$ cat src/rtl/multicycle_control.sv
// Moore control FSM for the multi-cycle MIPS datapath: fetch/decode/execute/memory/write-back
// sequencing with a memory-ready stall, optional wait timeout and a retired-instruction counter.
module multicycle_control #(
    parameter int WAIT_LIMIT = 0,
    parameter int CNT_W      = 32
) (
    input  logic             clk,
    input  logic             rst,
    input  logic [5:0]       opcode,
    input  logic             mem_ready,
    output logic             PCWrite,
    output logic             PCWriteCond,
    output logic             branch_ne,
    output logic             IorD,
    output logic             MemRead,
    output logic             MemWrite,
    output logic             IRWrite,
    output logic             MemtoReg,
    output logic             RegDst,
    output logic             RegWrite,
    output logic             ALUSrcA,
    output logic [1:0]       ALUSrcB,
    output logic [1:0]       ALUOp,
    output logic [1:0]       PCSource,
    output logic             ExtOp,
    output logic             instr_done,
    output logic             illegal_op,
    output logic             mem_error,
    output logic [CNT_W-1:0] retired,
    output logic [3:0]       state
);
    typedef enum logic [3:0] {
        S_FETCH     = 4'd0,
        S_DECODE    = 4'd1,
        S_MEM_ADDR  = 4'd2,
        S_MEM_READ  = 4'd3,
        S_MEM_WB    = 4'd4,
        S_MEM_WRITE = 4'd5,
        S_R_EXEC    = 4'd6,
        S_R_WB      = 4'd7,
        S_BRANCH    = 4'd8,
        S_JUMP      = 4'd9,
        S_I_EXEC    = 4'd10,
        S_I_WB      = 4'd11
    } state_t;

    localparam int WCNT_W = (WAIT_LIMIT < 2) ? 1 : $clog2(WAIT_LIMIT + 1);

    state_t            state_q, state_d, dec_state;
    logic [WCNT_W-1:0] wait_cnt_q, wait_cnt_d;
    logic [CNT_W-1:0]  retired_q, retired_d;
    logic              mem_wait_state;
    logic              timeout;

    always_comb begin
        // Reset shows FETCH selects; strobes are masked further down.
        dec_state      = rst ? S_FETCH : state_q;
        mem_wait_state = (dec_state == S_FETCH) || (dec_state == S_MEM_READ) ||
                         (dec_state == S_MEM_WRITE);
        timeout        = (WAIT_LIMIT != 0) && mem_wait_state && !mem_ready &&
                         (wait_cnt_q == WCNT_W'(WAIT_LIMIT));

        PCWrite     = 1'b0;
        PCWriteCond = 1'b0;
        branch_ne   = 1'b0;
        IorD        = 1'b0;
        MemRead     = 1'b0;
        MemWrite    = 1'b0;
        IRWrite     = 1'b0;
        MemtoReg    = 1'b0;
        RegDst      = 1'b0;
        RegWrite    = 1'b0;
        ALUSrcA     = 1'b0;
        ALUSrcB     = 2'b00;
        ALUOp       = 2'b00;
        PCSource    = 2'b00;
        ExtOp       = 1'b1;
        instr_done  = 1'b0;
        illegal_op  = 1'b0;
        mem_error   = 1'b0;
        state_d     = S_FETCH;

        case (dec_state)
            S_FETCH: begin
                MemRead   = 1'b1;
                ALUSrcB   = 2'b01;
                IRWrite   = mem_ready;
                PCWrite   = mem_ready;
                mem_error = timeout;
                state_d   = (mem_ready || timeout) ? ((mem_ready) ? S_DECODE : S_FETCH) : S_FETCH;
            end
            S_DECODE: begin
                ALUSrcB = 2'b11;
                case (opcode)
                    6'd0:                      state_d = S_R_EXEC;
                    6'd35, 6'd43:              state_d = S_MEM_ADDR;
                    6'd4, 6'd5:                state_d = S_BRANCH;
                    6'd2:                      state_d = S_JUMP;
                    6'd8, 6'd10, 6'd12, 6'd13: state_d = S_I_EXEC;
                    default: begin
                        illegal_op = 1'b1;
                        state_d    = S_FETCH;
                    end
                endcase
            end
            S_MEM_ADDR: begin
                ALUSrcA = 1'b1;
                ALUSrcB = 2'b10;
                state_d = (opcode == 6'd43) ? S_MEM_WRITE : S_MEM_READ;
            end
            S_MEM_READ: begin
                MemRead   = 1'b1;
                IorD      = 1'b1;
                mem_error = timeout;
                state_d   = mem_ready ? S_MEM_WB : (timeout ? S_FETCH : S_MEM_READ);
            end
            S_MEM_WB: begin
                MemtoReg   = 1'b1;
                RegWrite   = 1'b1;
                instr_done = 1'b1;
            end
            S_MEM_WRITE: begin
                // A timed-out store must not commit, so the strobe drops with the error.
                MemWrite   = !timeout;
                IorD       = 1'b1;
                mem_error  = timeout;
                instr_done = mem_ready;
                state_d    = (mem_ready || timeout) ? S_FETCH : S_MEM_WRITE;
            end
            S_R_EXEC: begin
                ALUSrcA = 1'b1;
                ALUOp   = 2'b10;
                state_d = S_R_WB;
            end
            S_R_WB: begin
                RegDst     = 1'b1;
                RegWrite   = 1'b1;
                instr_done = 1'b1;
            end
            S_BRANCH: begin
                ALUSrcA     = 1'b1;
                ALUOp       = 2'b01;
                PCWriteCond = 1'b1;
                PCSource    = 2'b01;
                branch_ne   = (opcode == 6'd5);
                instr_done  = 1'b1;
            end
            S_JUMP: begin
                PCWrite    = 1'b1;
                PCSource   = 2'b10;
                instr_done = 1'b1;
            end
            S_I_EXEC: begin
                ALUSrcA = 1'b1;
                ALUSrcB = 2'b10;
                ALUOp   = 2'b11;
                ExtOp   = !((opcode == 6'd12) || (opcode == 6'd13));
                state_d = S_I_WB;
            end
            S_I_WB: begin
                RegWrite   = 1'b1;
                instr_done = 1'b1;
            end
            default: begin
                MemRead = 1'b1;
                ALUSrcB = 2'b01;
                IRWrite = mem_ready;
                PCWrite = mem_ready;
                state_d = S_FETCH;
            end
        endcase

        if (rst) begin
            PCWrite     = 1'b0;
            PCWriteCond = 1'b0;
            MemRead     = 1'b0;
            MemWrite    = 1'b0;
            IRWrite     = 1'b0;
            RegWrite    = 1'b0;
            instr_done  = 1'b0;
            illegal_op  = 1'b0;
            mem_error   = 1'b0;
            state_d     = S_FETCH;
        end

        if (rst || timeout || (state_d != dec_state)) begin
            wait_cnt_d = '0;
        end else if (mem_wait_state && !mem_ready) begin
            wait_cnt_d = wait_cnt_q + 1'b1;
        end else begin
            wait_cnt_d = wait_cnt_q;
        end

        retired_d = retired_q + (instr_done ? CNT_W'(1) : CNT_W'(0));
    end

    always_ff @(posedge clk) begin
        if (rst) begin
            state_q    <= S_FETCH;
            wait_cnt_q <= '0;
            retired_q  <= '0;
        end else begin
            state_q    <= state_d;
            wait_cnt_q <= wait_cnt_d;
            retired_q  <= retired_d;
        end
    end

    assign retired = retired_q;
    assign state   = state_q;
endmodule

$ cat config.mk
export PLATFORM = sky130hd
export DESIGN_NAME = multicycle_control
export DESIGN_NICKNAME = d
export VERILOG_FILES = /design/src/rtl/multicycle_control.sv
export SDC_FILE = /design/constraint.sdc
export NUM_CORES = 1
export LEC_CHECK = 0
export CELL_PAD_IN_SITES_DETAIL_PLACEMENT = 1
export CELL_PAD_IN_SITES_GLOBAL_PLACEMENT = 2
export CORE_MARGIN = 10
export CORE_UTILIZATION = 28
export CTS_CLUSTER_DIAMETER = 40
export CTS_CLUSTER_SIZE = 14
export DETAILED_ROUTE_END_ITERATION = 10
export HOLD_SLACK_MARGIN = 0.15
export PLACE_DENSITY = 0.82
export SLEW_MARGIN = 40
export SYNTH_ARGS = -nofsm -noshare
export SYNTH_HDL_FRONTEND = slang
export SYNTH_SLANG_ARGS = --single-unit
$ cat constraint.sdc
create_clock -name clk -period 10.4 [get_ports clk]
set_clock_uncertainty 0.15 [all_clocks]
set_input_delay 2.6 -clock clk [delete_from_list [all_inputs] [get_ports clk]]
set_output_delay 2.6 -clock clk [all_outputs]
set_load 0.03 [all_outputs]
==> After elaboration in Yosys (flattened, before gate mapping) <==
Cells that the tools add are included.
{ "op_classes": {"add_sub_neg": 1, "mul": 0, "div_mod_pow": 0, "magnitude_cmp": 0, "eq_ne": 20, "n_shift": 0, "mux": 34, "n_bitwise": 0, "reduce_logical": 17} }
{ "ops": {"columns": ["op", "n"], "rows": [
  ["32-bit by 1-bit adder with 32-bit output", 1],
  ["10-bit OR reduction", 3],
  ["4-bit one-hot mux with 7 select lines", 1],
  ["6-bit by 4-bit equality test with 1-bit output, second input constant", 4],
  ["1-bit two-way mux", 23],
  ["4-bit one-hot mux with 5 select lines", 1],
  ["4-bit by 3-bit equality test with 1-bit output, second input constant", 4],
  ["4-bit equality test, second input constant", 4],
  ["6-bit by 3-bit equality test with 1-bit output, second input constant", 2],
  ["6-bit equality test, second input constant", 2],
  ["2-bit one-hot mux with 3 select lines", 2],
  ["11-bit OR reduction", 1],
  ["3-bit two-way mux", 3],
  ["4-bit by 2-bit equality test with 1-bit output, second input constant", 2],
  ["2-bit OR reduction", 4],
  ["4-bit OR reduction", 2],
  ["8-bit OR reduction", 1],
  ["6-bit by 2-bit equality test with 1-bit output, second input constant", 1],
  ["6-bit zero test", 1],
  ["5-bit OR reduction", 1],
  ["4-bit by 1-bit equality test with 1-bit output, second input constant", 1],
  ["4-bit zero test", 1],
  ["4-bit two-way mux", 1],
  ["1-bit one-hot mux with 2 select lines", 2],
  ["4 further kinds", 4]
]} }
{ "totals": {"reg_bits": 36, "latchBits": 0, "ram_bits": 0, "romBits": 0, "in_bits": 9, "output_inout_bits": 57, "elab_cells": 74, "memories": 0} }

==> Longest topological paths before layout <==
{ "depth": {"ltp_word": 7, "mapped_depth": 11, "depth_no_buf": 9} }

==> Worst setup path before layout <==
Ideal clock, no wire load.
{ "synth_path": {"kind": "input-to-output", "start": "in rst", "end": "out branch_ne", "arrival_time_ps": 4359, "required_time_ps": 7650, "path_slack_ps": 3291, "path_stages": 5, "path_buffers": 1, "path_cell_list": "clkbuf_1 nor2_1 nand2_1 nor3_1 and4_1"} }
{ "synth_between": {"elab_chain_len": 3} }
{ "synth_lines": {"columns": ["item", "line_no", "source"], "rows": [
  ["start: declaration", "8", "input logic rst,"],
  ["4-bit two-way mux", "57", "dec_state = rst ? S_FETCH : state_q;"],
  ["4-bit equality test", "83", "case (dec_state)"],
  ["1-bit two-way mux", "83", null],
  ["end: declaration", "13", "output logic branch_ne,"]
]} }
No other way between the ends.

==> Final worst setup path <==
Same ends and word-level chain as after synthesis.

==> qor.yml <==
outcome:
  status: "finished, final reports clean"
placed_design:
  gp_congestion: 0.800
  port_buffers: 64
  place_hpwl_um: 5050
  place_inst: 419
  placed_area_sq_um: 2830
timing:
  drv_slew: 0
  rsz0062_at_grt: "no"
  finalCritPeriodShare_pct: 74.2
  setup_tns_ns: 0
  max_slew_margin_pct: 53.5
  finalCriticalPeriod_ns: 7.72
  setup_viol: 0
  hold_viol_final: 0
  fmax_mhz: 130
  worstMarginPinSlew_ns: 0.696
logic_synthesis:
  synth_edf_count: 0
  postSynthCellCount: 274
  yosysSeqAreaShare_pct: 33.6
  synthArstFlopShare_pct: 0
  synth_most_common_cell: "dfxtp_1"
  yosysTopAreaCell: "dfxtp_1"
  synth.avg_cell_area_sq_um: 7.83
  synth_simple_gate_area_share_pct: 36.8
  netlist_area_sq_um: 2140
  synthXorXnorAreaFrac_pct: 6.13
  synth_commonest_cells: "dfxtp_1, nor2_1, nand2_1"
  ys_ff_latch: 36
  synthFlopType: "dfxtp_1"
  synth.distinct_cells: 49
  netlist.area_leader.share_pct: 33.6
  yosys-top-cells-area: "dfxtp_1, a21oi_1, nor2_1"
  synthAdderAreaFrac_pct: 1.17
  yosysWarnings: 0
  synth_fp_nets: 285
  yosys-mux-area-fraction_pct: 0.525
  synth_top_family_by_area: "simple AND/OR/NAND/NOR gates"
  synth_compound_area_share_pct: 16.3
route:
  via_per_inst: 5.26
  wl_um: 6920
  first_pass_iters: 4
  first_iter_violations: 68
  ant_nets: 0
  wl_per_cell_um: 16.2
  dr_total_vias: 2245
  drc: 0
floorplan:
  die_w_um: 108
  core_sq_um: 7330
  die_y_um: 108
  ios: 66
  die-area_sq_um: 11600
  fp-row-count: 31
  start_util_pct: 29.3
clocking:
  clk_path_buf_depth: 2
  clock-sinks: 36
  clock_latency_ns: 0.29
  cts.clk_slew.worst_paths_ns: 0.07
  numCtsBuffers: 5
  cts_tree: "yes"
  postCtsResizedCells: 0
  cts_root_buffer: "clkbuf_8"
  post_cts_buffers: 0
  htree_levels: 2
  cts_hold_buffers: 0
final_layout:
  final_cell_area_sq_um: 2920
  antenna_cells: 0
  area_growth_syn_to_layout_pct: 36.2
  finish.utilization_pct: 39.8
  layout.cells.non_filler: 427
  nNetsFinal: 338
  drive_gt1_share_pct: 4.27
power:
  clkPwrFrac_pct: 38.8
  swShare_pct: 25.1
  combPwrFrac_pct: 9.2
  power_frac_seq_pct: 51.9
  switchingPower_mw: 0.0676
  powerDensity_nw_per_um2: 92.4
  p_int_mw: 0.202
  leakage_nw: 0.922
  p_total_mw: 0.270
  irDropWorstVdd_v: 0.0000355
run:
  cap_violations: 0
global_routing:
  grt_overflow: 0
  first_global_vias: 2278
  grt_max_degree: 46
  grt_use_total_pct: 12.0
  grt_pass1_wl_um: 11700
  antenna_found_initial: 0
critical_path:
  slowest_stage: "clkdlybuf4s50_1"
  worst-path-buf-inv: 3
  critPathMaxStageDelay_ns: 0.67
  crit_arrival_ns: 4.97
  cpMostUsedCell: "clkdlybuf4s50_1"
  startpoint_type: "input pin"
  crit_chain: "clkdlybuf4s50_1 > buf_4 > nor2_1 > nand2_1 > nor3_1 > and4_1 > clkdlybuf4s50_1"
  critPathKind: "input pin to output pin"
  cp_data_required_time_ns: 7.65
  critPathMaxFanout: 45
  cp_top_family: "buffers and inverters"
  end_kind: "output pin"
min_path:
  holdCritPathClass: "register to register"
==> logic make-up (layout without fill, tap and decap cells) <==
kind of cell | after synthesis | after routing
flops | 36 | 36
simple gates | 138 | 138
buf+inv | 26 | 80
xor+xnor | 15 | 15
compound gates | 55 | 55
fa+ha+maj | 2 | 2
other cells | 1 | 1
mux | 1 | 1
==> layer usage <==
metal	share of wire [%]	track usage [%]	vias up
li1	-	-	1122
met1	46	14.8	1069
met2	45	18.6	49
met3	8.4	5.39	5
met4	0.68	2.67	0
met5	0	0	-
==> final timing paths <==
check / startpoint / cells past startpoint / to / slack (ns)
hold / removal: retired[21]$_SDFF_PP0_ / 2 / retired[21]$_SDFF_PP0_ / 0.35
hold reg to reg: retired[21]$_SDFF_PP0_ / 2 / retired[21]$_SDFF_PP0_ / 0.35
setup reg to reg: state[0]$_SDFF_PP0_ / 8 / retired[20]$_SDFF_PP0_ / 6.70
setup / recovery: rst / 7 / branch_ne / 2.68
==> placed cells by master (no fill, tap or decap), types with 3 or more instances in the layout <==
master and count:
xnor2_1 9, dfxtp_1 36, and4_1 5, a21oi_1 22, inv_1 7, nand4_1 8
xor2_1 6, clkbuf_8 6, nor2b_1 9, o31ai_1 10, nand3b_1 3, nor2_1 24
nor4_1 7, nor3b_1 3, nand3_1 11, nand2_1 23, or4_1 11, o21ai_0 8
or3_1 12, clkdlybuf4s50_1 64, nor3_1 10
==> cell type report <==
class	instances	area (sq um)
clock buffers	8	90.1
fillers	886	4410
inverters	7	26.3
multi-input cells	212	1310
flip-flops and latches	36	721
well taps	99	124
repair buffers	65	648
==> worst reg2reg max path: cells and delay by family, from the launching register on <==
| kind | cells | cell delay (ns) |
|---|---|---|
| and+or+nand+nor | 5 | 2.07 |
| AOI/OAI and AO/OA | 1 | 0.14 |
| adders and majority gates | 2 | 0.52 |
| DFF | 1 | 0.74 |
==> power groups by stage <==
stage | Clock [mW] | Combinational (mW) | Sequential [mW]
detailed placement | 0 | 0.0251 | 0.143
CTS | 0.109 | 0.0252 | 0.140
global route | 0.114 | 0.0273 | 0.140
finish | 0.105 | 0.0249 | 0.140
global placement | 0 | 0.0250 | 0.143
floorplan | 0 | 0.0153 | 0.142
==> sequential cells by signal, indices dropped and copies added, names as in the netlist <==
register and count:
state 4, retired 32
==> stage by stage <==
stage	hold slack [ns]	worst slack [ns]
2_1_floorplan	0.464	3.29
3_3_place_gp	0.331	2.74
3_5_place_dp	0.339	2.65
4_1_cts	0.349	2.64
5_1_grt	0.401	2.54
6_report	0.350	2.68
(Power assumes the default switching activity.)
